--- src/rtl/dff_pipeline.sv ---
// Elastic valid/ready register pipeline with bubble collapsing, flush and occupancy count.
// Optional per-stage parity tracking is enabled with `define DFF_PIPELINE_PARITY_EN.
module dff_pipeline #(
    parameter int WIDTH = 4,
    parameter int DEPTH = 3
) (
    input  logic                         clk,
    input  logic                         rst,
    input  logic                         flush,
    input  logic                         in_valid,
    output logic                         in_ready,
    input  logic [WIDTH-1:0]             in_data,
    output logic                         out_valid,
    input  logic                         out_ready,
    output logic [WIDTH-1:0]             out_data,
`ifdef DFF_PIPELINE_PARITY_EN
    input  logic                         err_inject,
    output logic                         out_par_err,
`endif
    output logic [$clog2(DEPTH+1)-1:0]   occupancy
);

    localparam int OCC_W = $clog2(DEPTH+1);

    logic [DEPTH-1:0] v_q, v_d;
    logic [DEPTH-1:0] ready;
    logic [WIDTH-1:0] d_q [DEPTH];
    logic [WIDTH-1:0] d_d [DEPTH];
    logic [OCC_W-1:0] occ_q, occ_d;
    logic             in_xfer, out_xfer;

    // A stage can load when it or any stage downstream of it is empty, or the sink drains.
    always_comb begin
        logic acc;
        acc   = 1'b0;
        ready = '0;
        for (int k = 0; k < DEPTH; k++) begin
            acc = out_ready;
            for (int j = k; j < DEPTH; j++) begin
                acc = acc | !v_q[j];
            end
            ready[k] = acc;
        end
    end

    assign in_ready  = ready[0] & !flush;
    assign in_xfer   = in_valid & in_ready;
    assign out_xfer  = v_q[DEPTH-1] & out_ready;
    assign out_valid = v_q[DEPTH-1];
    assign out_data  = d_q[DEPTH-1];
    assign occupancy = occ_q;

    always_comb begin
        v_d = v_q;
        for (int k = 0; k < DEPTH; k++) begin
            d_d[k] = d_q[k];
        end
        if (ready[0]) begin
            v_d[0] = in_valid;
            if (in_valid) begin
                d_d[0] = in_data;
            end
        end
        for (int k = 1; k < DEPTH; k++) begin
            if (ready[k]) begin
                v_d[k] = v_q[k-1];
                if (v_q[k-1]) begin
                    d_d[k] = d_q[k-1];
                end
            end
        end
        // Flush drops every valid bit but leaves the data registers untouched.
        if (flush) begin
            v_d = '0;
        end
    end

    always_comb begin
        if (flush) begin
            occ_d = '0;
        end else begin
            occ_d = occ_q + OCC_W'(in_xfer) - OCC_W'(out_xfer);
        end
    end

    always_ff @(posedge clk or posedge rst) begin
        if (rst) begin
            v_q   <= '0;
            occ_q <= '0;
            for (int k = 0; k < DEPTH; k++) begin
                d_q[k] <= '0;
            end
        end else begin
            v_q   <= v_d;
            occ_q <= occ_d;
            for (int k = 0; k < DEPTH; k++) begin
                d_q[k] <= d_d[k];
            end
        end
    end

`ifdef DFF_PIPELINE_PARITY_EN
    logic [DEPTH-1:0] p_q, p_d;

    // Parity travels with the data; err_inject corrupts it at capture time.
    always_comb begin
        p_d = p_q;
        if (ready[0] && in_valid) begin
            p_d[0] = (^in_data) ^ err_inject;
        end
        for (int k = 1; k < DEPTH; k++) begin
            if (ready[k] && v_q[k-1]) begin
                p_d[k] = p_q[k-1];
            end
        end
    end

    always_ff @(posedge clk or posedge rst) begin
        if (rst) begin
            p_q <= '0;
        end else begin
            p_q <= p_d;
        end
    end

    assign out_par_err = v_q[DEPTH-1] & (p_q[DEPTH-1] != (^d_q[DEPTH-1]));
`endif

    occupancy_matches_valids: assert property (
        @(posedge clk) disable iff (rst) occ_q == OCC_W'($countones(v_q))
    );

endmodule

--- config.mk ---
export PLATFORM = sky130hd
export DESIGN_NAME = dff_pipeline
export DESIGN_NICKNAME = d
export VERILOG_FILES = /design/src/rtl/dff_pipeline.sv
export SDC_FILE = /design/constraint.sdc
export NUM_CORES = 1
export LEC_CHECK = 0
export CORE_AREA = 2 2 44 46
export CTS_CLUSTER_DIAMETER = 80
export DETAILED_ROUTE_END_ITERATION = 8
export DIE_AREA = 0 0 46 48
export GPL_ROUTABILITY_DRIVEN = 0
export GPL_TIMING_DRIVEN = 0
export PLACE_DENSITY = 0.73
export SYNTH_ARGS = -nofsm -noshare
export SYNTH_HDL_FRONTEND = slang
export SYNTH_SLANG_ARGS = --single-unit
--- constraint.sdc ---
create_clock -name clk -period 1.8 [get_ports clk]
set_input_delay 0.54 -clock clk [delete_from_list [all_inputs] [get_ports clk]]
set_output_delay 0.54 -clock clk [all_outputs]
set_load 0.01 [all_outputs]
Word-level counts from Yosys, hierarchy flattened
Cells that the tools add are included.
{"block": "totals", "word_cells": 33, "out_inout_bits": 8, "mem_count": 0, "latchBits": 0, "in_bits": 9, "mem_bits_ro": 0, "ramBits": 0, "register_bits": 17}
{"block": "op_classes", "n_eq_ne": 0, "magnitude_cmp": 0, "div": 0, "bitwise": 9, "addsub": 2, "shifts": 0, "mul": 0, "mux": 5, "reduce_logical": 10}
{"cell": "$or A1 B1 Y1", "count": 6}
{"cell": "$reduce_and A2 Y1", "count": 3}
{"cell": "$reduce_bool A2 Y1", "count": 3}
{"cell": "$logic_not A1 Y1", "count": 4}
{"cell": "$and A1 B1 Y1", "count": 3}
{"cell": "$mux W1", "count": 3}
{"cell": "$mux W3", "count": 1}
{"cell": "$add A2 B1 Y2", "count": 1}
{"cell": "$mux W2", "count": 1}
{"cell": "$sub A2 B1 Y2", "count": 1}

Logic depth before layout (Yosys ltp)
Gate-level depths: netlist of run 1.
{"block": "depth", "ltp_word": 9, "mapped_depth": 8, "ltp_nobuf": 8}

Least setup slack after synthesis of run 1
No wires, ideal clock.
{"block": "synth_path", "kind": "input to register", "from": "input port out_ready", "to": "register occ_q[0] (netlist: occupancy[0])", "setup_time_ns": 0.118, "cell_stages": 7, "path_buffers": 0, "arrival_time_ns": 1.603, "setup_slack_ns": 0.079, "cell_sequence": "nand3b_4 > o21ai_4 > or2_1 > ha_1 > inv_1 > ha_1 > nor2b_1"}
{"block": "synth_between", "elab_chain_len": 8, "word_cells_on_any_way": 9, "classes_between": "add/sub: 2; mux: 1; bitwise: 6"}
{"item": "from (decl)", "line": "14", "rtl": "input logic out_ready,"}
{"item": "$or A1 B1 Y1 (3 in a row)", "line": "40", "rtl": "acc = acc | !v_q[j];"}
{"item": "$and A1 B1 Y1", "line": "46", "rtl": "assign in_ready = ready[0] & !flush;"}
{"item": "$and A1 B1 Y1", "line": "47", "rtl": "assign in_xfer = in_valid & in_ready;"}
{"item": "$add A2 B1 Y2", "line": "82", "rtl": "occ_d = occ_q + OCC_W'(in_xfer) - OCC_W'(out_xfer);"}
{"item": "$sub A2 B1 Y2 (*)", "line": "82"}
{"item": "$mux W2 (*)", "line": "79", "rtl": "if (flush) begin"}
{"item": "via occ_d[0]", "line": "29", "rtl": "logic [OCC_W-1:0] occ_q, occ_d;"}
{"item": "to (signal assigned)", "line": "89", "rtl": "occ_q <= '0;"}
{"item": "to (signal assigned)", "line": "95", "rtl": "occ_q <= occ_d;"}
{"item": "to (decl)", "line": "29"}
The timed path passes the listed nets; every way through them passes the cells marked *.
A chain may end at the register's enable or synchronous reset.

Worst setup path after layout of run 1
{"block": "layout_path", "from": "register v_q[2]", "to": "register occ_q[0] (netlist: occupancy[0])"}
{"block": "layout_between", "elab_chain_len": 7, "word_cells_on_any_way": 8, "classes_between": "add/sub: 2; mux: 1; bitwise: 4; reduce/logical: 1"}
{"item": "from (decl)", "line": "25", "rtl": "logic [DEPTH-1:0] v_q, v_d;"}
{"item": "from (signal assigned)", "line": "94", "rtl": "v_q <= v_d;"}
{"item": "$logic_not A1 Y1", "line": "40"}
{"item": "$or A1 B1 Y1", "line": "40"}
{"item": "$and A1 B1 Y1", "line": "46"}
{"item": "$and A1 B1 Y1", "line": "47"}
{"item": "$add A2 B1 Y2", "line": "82"}
{"item": "$sub A2 B1 Y2 (*)", "line": "82"}
{"item": "$mux W2 (*)", "line": "79"}
{"item": "via occ_d[0]", "line": "29"}
Marked as above.

==> results_dict.tcl, run 1 <==
set metrics [dict create \
    r2r_cells 8 \
    num_antenna_cells 0 \
    crit_path_max_fanout 4 \
    yosysWarnings 0 \
    netSwitchingPower_mw 0.221 \
    numClockSinks 17 \
    final_nets 94 \
    fmax_mhz 571 \
    numPortBuffers 16 \
    wl_per_cell_um 11.5 \
    routed-via-count 463 \
    routed_wl_um 1140 \
    placed_cell_area_um2 937 \
    syn-num-nets 68 \
    r2r-end "occupancy[0]" \
    post-route-min-period_ps 1750 \
    grt_pass1_wl_um 1750 \
    grt_max_degree 18 \
    worst_pin_slew_ps 626 \
    n_fill_cell 144 \
    worstPathCellList "buf_6, nand3b_4, o21ai_4, or2_1, ha_1, inv_1, ha_2, nor2b_1" \
    pwr-share-seq_pct 53.2 \
    vias_per_cell 4.68 \
    die_w_um 46 \
    worstReg2RegStart "v_q[2]" \
    die_area_um2 2210 \
    cp-startpoint "v_q[2]" \
    slowest_delay_ps 430 \
    p_leak_nw 0.513 \
    coreArea_um2 1690 \
    drc_errors 0 \
    postRouteAntennaNets 0 \
    gr-total-overflow 0 \
    critPathBufInv 2 \
    holdWs_ps 492 \
    floorplan.initialDensity_pct 44.7 \
    grtUsageTotal_pct 12.4 \
    min_path_type "reg -> reg" \
    drive_above_1_share_pct 32.9 \
    p_per_area_nw_per_um2 907 \
    outcome "finished clean" \
    relSlewSlack_pct 58.2 \
    r2r_slack_ps 50 \
    total_power_mw 0.901 \
    worst_ep_arrival_time_ps 1930 \
    netlist-cell-type-count 17 \
    worstHoldStart "d_q[10]" \
    die_y_um 48 \
    syn_area_per_cell_um2 13.3 \
    antenna_found_initial 0 \
    endpoint_kind "flip-flop" \
    root_buffer "clkbuf_4" \
    setup-violations-final 0 \
    ys_ff_latch 17 \
    sw_frac_of_total_pct 24.5 \
    whs_endpoint "d_q[10]" \
    p_comb_share_pct 25.0 \
    cts.path.max_buffers 2 \
    clk_latency_ps 280 \
    critPathSlowestCell "dfrtp_2" \
    hold_viol_final 0 \
    cts_tree "done" \
    crit_family "adder cells" \
    ir_drop_v 0.000452 \
    ctsHoldBuffers 0 \
    drt_iter0_drc 2 \
    cts-buffers-inserted 3 \
    detailed_place_hpwl_um 838 \
    rows 15 \
    htreeDepth 1 \
    hold_path_depth 1 \
    fin_skew_ps 1.13 \
    area_delta_synth_final_pct 31.5 \
    rsz0062_at_grt "true" \
    synth_cells 57 \
    period_share_pct 97.3 \
    first_pass_iters 3 \
    critPathRequiredTime_ps 1970 \
    final_area_um2 993 \
    io_pins 17 \
    grt_pass1_vias 419 \
    clock_power_share_pct 21.8 \
    drv_slew 0 \
    path_class "reg -> reg" \
    cap_viol_max_count 0 \
    start_kind "flip-flop" \
    seq_area_frac_synth_pct 56.3 \
    p_int_mw 0.680 \
    syn_area_um2 756 \
    clkSlewWorstSetupHoldPaths_ps 90 \
]
cell families after synthesis:
family	share of synthesized area, %
DFF	56.3
muxes	17.9
and+or+nand+nor	9.11
buffers and inverters	6.46
AOI/OAI and AO/OA	4.64
xor gates and xnor gates	2.32
adders and majority gates	3.31
sequential cells by signal, summed over array words and instances, names as in the netlist:
name       cells
out_data       4
d_q            8
v_q            3
occupancy      2
worst max path at each step:
| stage | slack, ps | depth (start not counted) | to |
|---|---|---|---|
| after floorplan | 80 | 7 | occupancy[0] |
| after global placement | -670 | 4 | in_ready |
| after global routing | -30 | 8 | occupancy[0] |
| after CTS | 10 | 4 | in_ready |
| after detailed placement | -660 | 4 | in_ready |
| final | 50 | 8 | occupancy[0] |
Yosys cell counts:
cell type | n | share of area [%]
mux2_2 | 8 | 12
nand3b_4 | 1 | 2.6
a21oi_1 | 2 | 1.3
inv_1 | 5 | 2.5
o21ai_4 | 1 | 2.2
ha_1 | 2 | 3.3
and4b_1 | 1 | 1.3
buf_4 | 4 | 4.0
nor2_1 | 6 | 3.0
xnor2_1 | 1 | 1.2
nor2b_1 | 1 | 0.83
o21ai_2 | 1 | 1.2
nand2_1 | 1 | 0.50
or2_1 | 1 | 0.83
mux2_1 | 4 | 6.0
xor2_1 | 1 | 1.2
dfrtp_1 | 17 | 56
power by group through the flow:
stage / sequential, mW / combinational (mW) / clock (mW)
finish: 0.479 / 0.225 / 0.196
global route: 0.489 / 0.243 / 0.225
CTS: 0.481 / 0.226 / 0.212
detailed placement: 0.490 / 0.250 / 0
global placement: 0.486 / 0.244 / 0
floorplan: 0.482 / 0.144 / 0
cell type report:
cell class,instances,area (um^2),share of cell area (%)
timing repair buffer,21,186,18.8
clock buffer,4,26.3,2.64
buffer,4,30.0,3.02
tap,17,21.3,2.14
inverter,5,18.8,1.89
sequential,17,427,42.9
multi-input combinational,31,284,28.6
layer usage:
layer  routed length, um  global-route usage (%)
met1                 469                    13.8
met3                  34                    2.26
met2                 589                    18.9
met4                  47                    13.7
met5                   0                       0
per-stage QoR:
step	setup slack (ps)	setup TNS, ps	utilization (%)	cells
2_1_floorplan	79.4	0	-	57
3_3_place_gp	-668	-2380	55.5	90
3_5_place_dp	-663	-2450	55.5	90
4_1_cts	11.1	0	57.3	96
5_1_grt	-25.5	-25.5	58.8	99
6_report	49.1	0	58.8	99
timing repair:
action	4_1_cts	5_1_grt
gates resized for setup	13	4
setup buffers	2	3
pin swaps	0	4
endpoints found under the setup margin	8	4
layout by cell type, fill, tap and decap left out, drive strengths merged:
master | synthesis | final
dfrtp | 17 | 17
mux2 | 12 | 12
buf | 4 | 10
clkdlybuf4s50 | 0 | 7
nor2 | 6 | 6
dlygate4sd2 | 0 | 6
inv | 5 | 5
clkbuf | 0 | 5
a21oi | 2 | 2
o21ai | 2 | 2
ha | 2 | 2
nand3b | 1 | 1
nand2 | 1 | 1
or2 | 1 | 1
nor2b | 1 | 1
and4b | 1 | 1
xor2 | 1 | 1
xnor2 | 1 | 1
dlymetal6s2s | 0 | 1
No activity file was read; power rests on OpenSTA's default activity.
==> run 2: changes to the inputs <==
clock period = 1.7 ns   (was 1.8 ns; I/O delays follow)
==> run 2 against run 1 <==
Clock power grew 7%. Final area shrank 1.9%. Combinational power grew 3%. Routed wire length grew 2.0%. Via count shrank 0.22%. Utilization shrank 1.1 points. First-iteration DRC count grew 100%. Critical path type is now reg -> out. Critical endpoint is now in_ready.
==> results_dict.tcl, run 2 (synthesized netlist as in run 1, its figures left out) <==
set metrics [dict create \
    path_class "reg -> out" \
    clock_power_share_pct 22.1 \
    p_leak_nw 0.502 \
    num_antenna_cells 0 \
    root_buffer "clkbuf_4" \
    antenna_found_initial 0 \
    cap_viol_max_count 0 \
    wl_per_cell_um 11.9 \
    cts.path.max_buffers 2 \
    numClockSinks 17 \
    clkSlewWorstSetupHoldPaths_ps 90 \
    area_delta_synth_final_pct 29.0 \
    drt_iter0_drc 4 \
    setup-violations-final 0 \
    ir_drop_v 0.000478 \
    grt_max_degree 18 \
    vias_per_cell 4.71 \
    rows 15 \
    grt_pass1_vias 415 \
    cts_tree "done" \
    netSwitchingPower_mw 0.236 \
    endpoint_kind "primary output" \
    die_w_um 46 \
    met3_length_um 34 \
    outcome "finished clean" \
    layout_common_cells "15 x dfrtp_1, 9 x dlygate4sd2_1, 8 x mux2_2, 8 x buf_4, 6 x nor2_1" \
    final_area_um2 975 \
    relSlewSlack_pct 58.4 \
    post-route-min-period_ps 1670 \
    postRouteAntennaNets 0 \
    cts-buffers-inserted 3 \
    numPortBuffers 16 \
    drt-met1-wl_um 483 \
    dr_wl_met2_um 597 \
    total_power_mw 0.951 \
    htreeDepth 1 \
    coreArea_um2 1690 \
    grtUsageTotal_pct 12.3 \
    fin_skew_ps 2.48 \
    hold_viol_final 0 \
    register_area_um2 428 \
    setup_slack_ps 28.6 \
    rsz0062_at_grt "true" \
    first_pass_iters 3 \
    drv_slew 0 \
    routed_wl_um 1160 \
    multi_input_area_um2 282 \
    fmax_mhz 598 \
    sw_frac_of_total_pct 24.8 \
    p_int_mw 0.715 \
    largest_reg_flops 8 \
    clk_latency_ps 290 \
    drive_above_1_share_pct 32.1 \
    p_per_area_nw_per_um2 975 \
    critPathRequiredTime_ps 1190 \
    min_path_type "reg -> reg" \
    holdWs_ps 497 \
    gr-total-overflow 0 \
    final_nets 93 \
    die_area_um2 2210 \
    period_share_pct 98.3 \
    worst_ep_arrival_time_ps 1160 \
    pwr-share-seq_pct 53.5 \
    die_y_um 48 \
    routed.top_layer "met4" \
    n_fill_cell 147 \
    p_comb_share_pct 24.4 \
    placed_cell_area_um2 937 \
    drc_errors 0 \
    grt_pass1_wl_um 1740 \
    floorplan.initialDensity_pct 44.7 \
    detailed_place_hpwl_um 838 \
    worst_pin_slew_ps 624 \
    start_kind "flip-flop" \
    routed-via-count 462 \
    io_pins 17 \
    dpl_worst_slack_ps -703 \
    final_common_cell "dfrtp_1" \
    post-route-util_pct 57.7 \
    crit_path_max_fanout 4 \
    top_register "d_q" \
]
==> run 2: timing repair <==
item	4_1_cts	5_1_grt
buffers inserted	1	3
gates resized for setup	17	2
endpoints found under the hold margin	0	0
setup endpoints to repair	10	3
hold buffers	0	0
pin swaps	1	3
==> run 2: area by class of cell <==
class | count | share of cell area [%]
tap | 17 | 2.18
timing repair buffer | 20 | 17.3
sequential | 17 | 43.9
multi-input combinational | 31 | 28.9
clock buffer | 4 | 2.70
buffer | 4 | 3.08
inverter | 5 | 1.93
==> run 2: per-stage QoR <==
step,setup TNS [ps],cells
2_1_floorplan,0,57
3_3_place_gp,-3130,90
3_5_place_dp,-3250,90
4_1_cts,-8.33,95
5_1_grt,-109,98
6_report,0,98
==> run 2: power by group through the flow <==
stage / Combinational (mW) / Clock [mW] / Sequential [mW]
2_1_floorplan: 0.152 / 0 / 0.510
6_report: 0.232 / 0.210 / 0.508
3_3_place_gp: 0.258 / 0 / 0.515
5_1_grt: 0.251 / 0.238 / 0.519
3_5_place_dp: 0.265 / 0 / 0.518
4_1_cts: 0.234 / 0.224 / 0.510
==> run 2: worst paths after layout <==
check                      startpoint           end  slack, ps  cells past startpoint
setup / recovery               v_q[1]      in_ready         30                      3
hold / removal                 d_q[9]        d_q[9]        500                      1
min in group asynchronous         rst   out_data[2]        590                      2
hold reg to reg                d_q[9]        d_q[9]        500                      1
setup reg to reg               v_q[2]  occupancy[0]         40                      7
max in group asynchronous         rst        v_q[1]        670                      2
==> run 2: worst max-delay path: stages (launching register included) <==
cell     delay (ps)
dfrtp_2         450
and4b_1         220
nor2_1           80
buf_2           130
==> run 2: layer usage <==
layer	global-route usage, %	up-vias
li1	-	234
met1	13.6	214
met2	18.9	10
met3	2.26	4
met4	13.7	0
met5	0	-
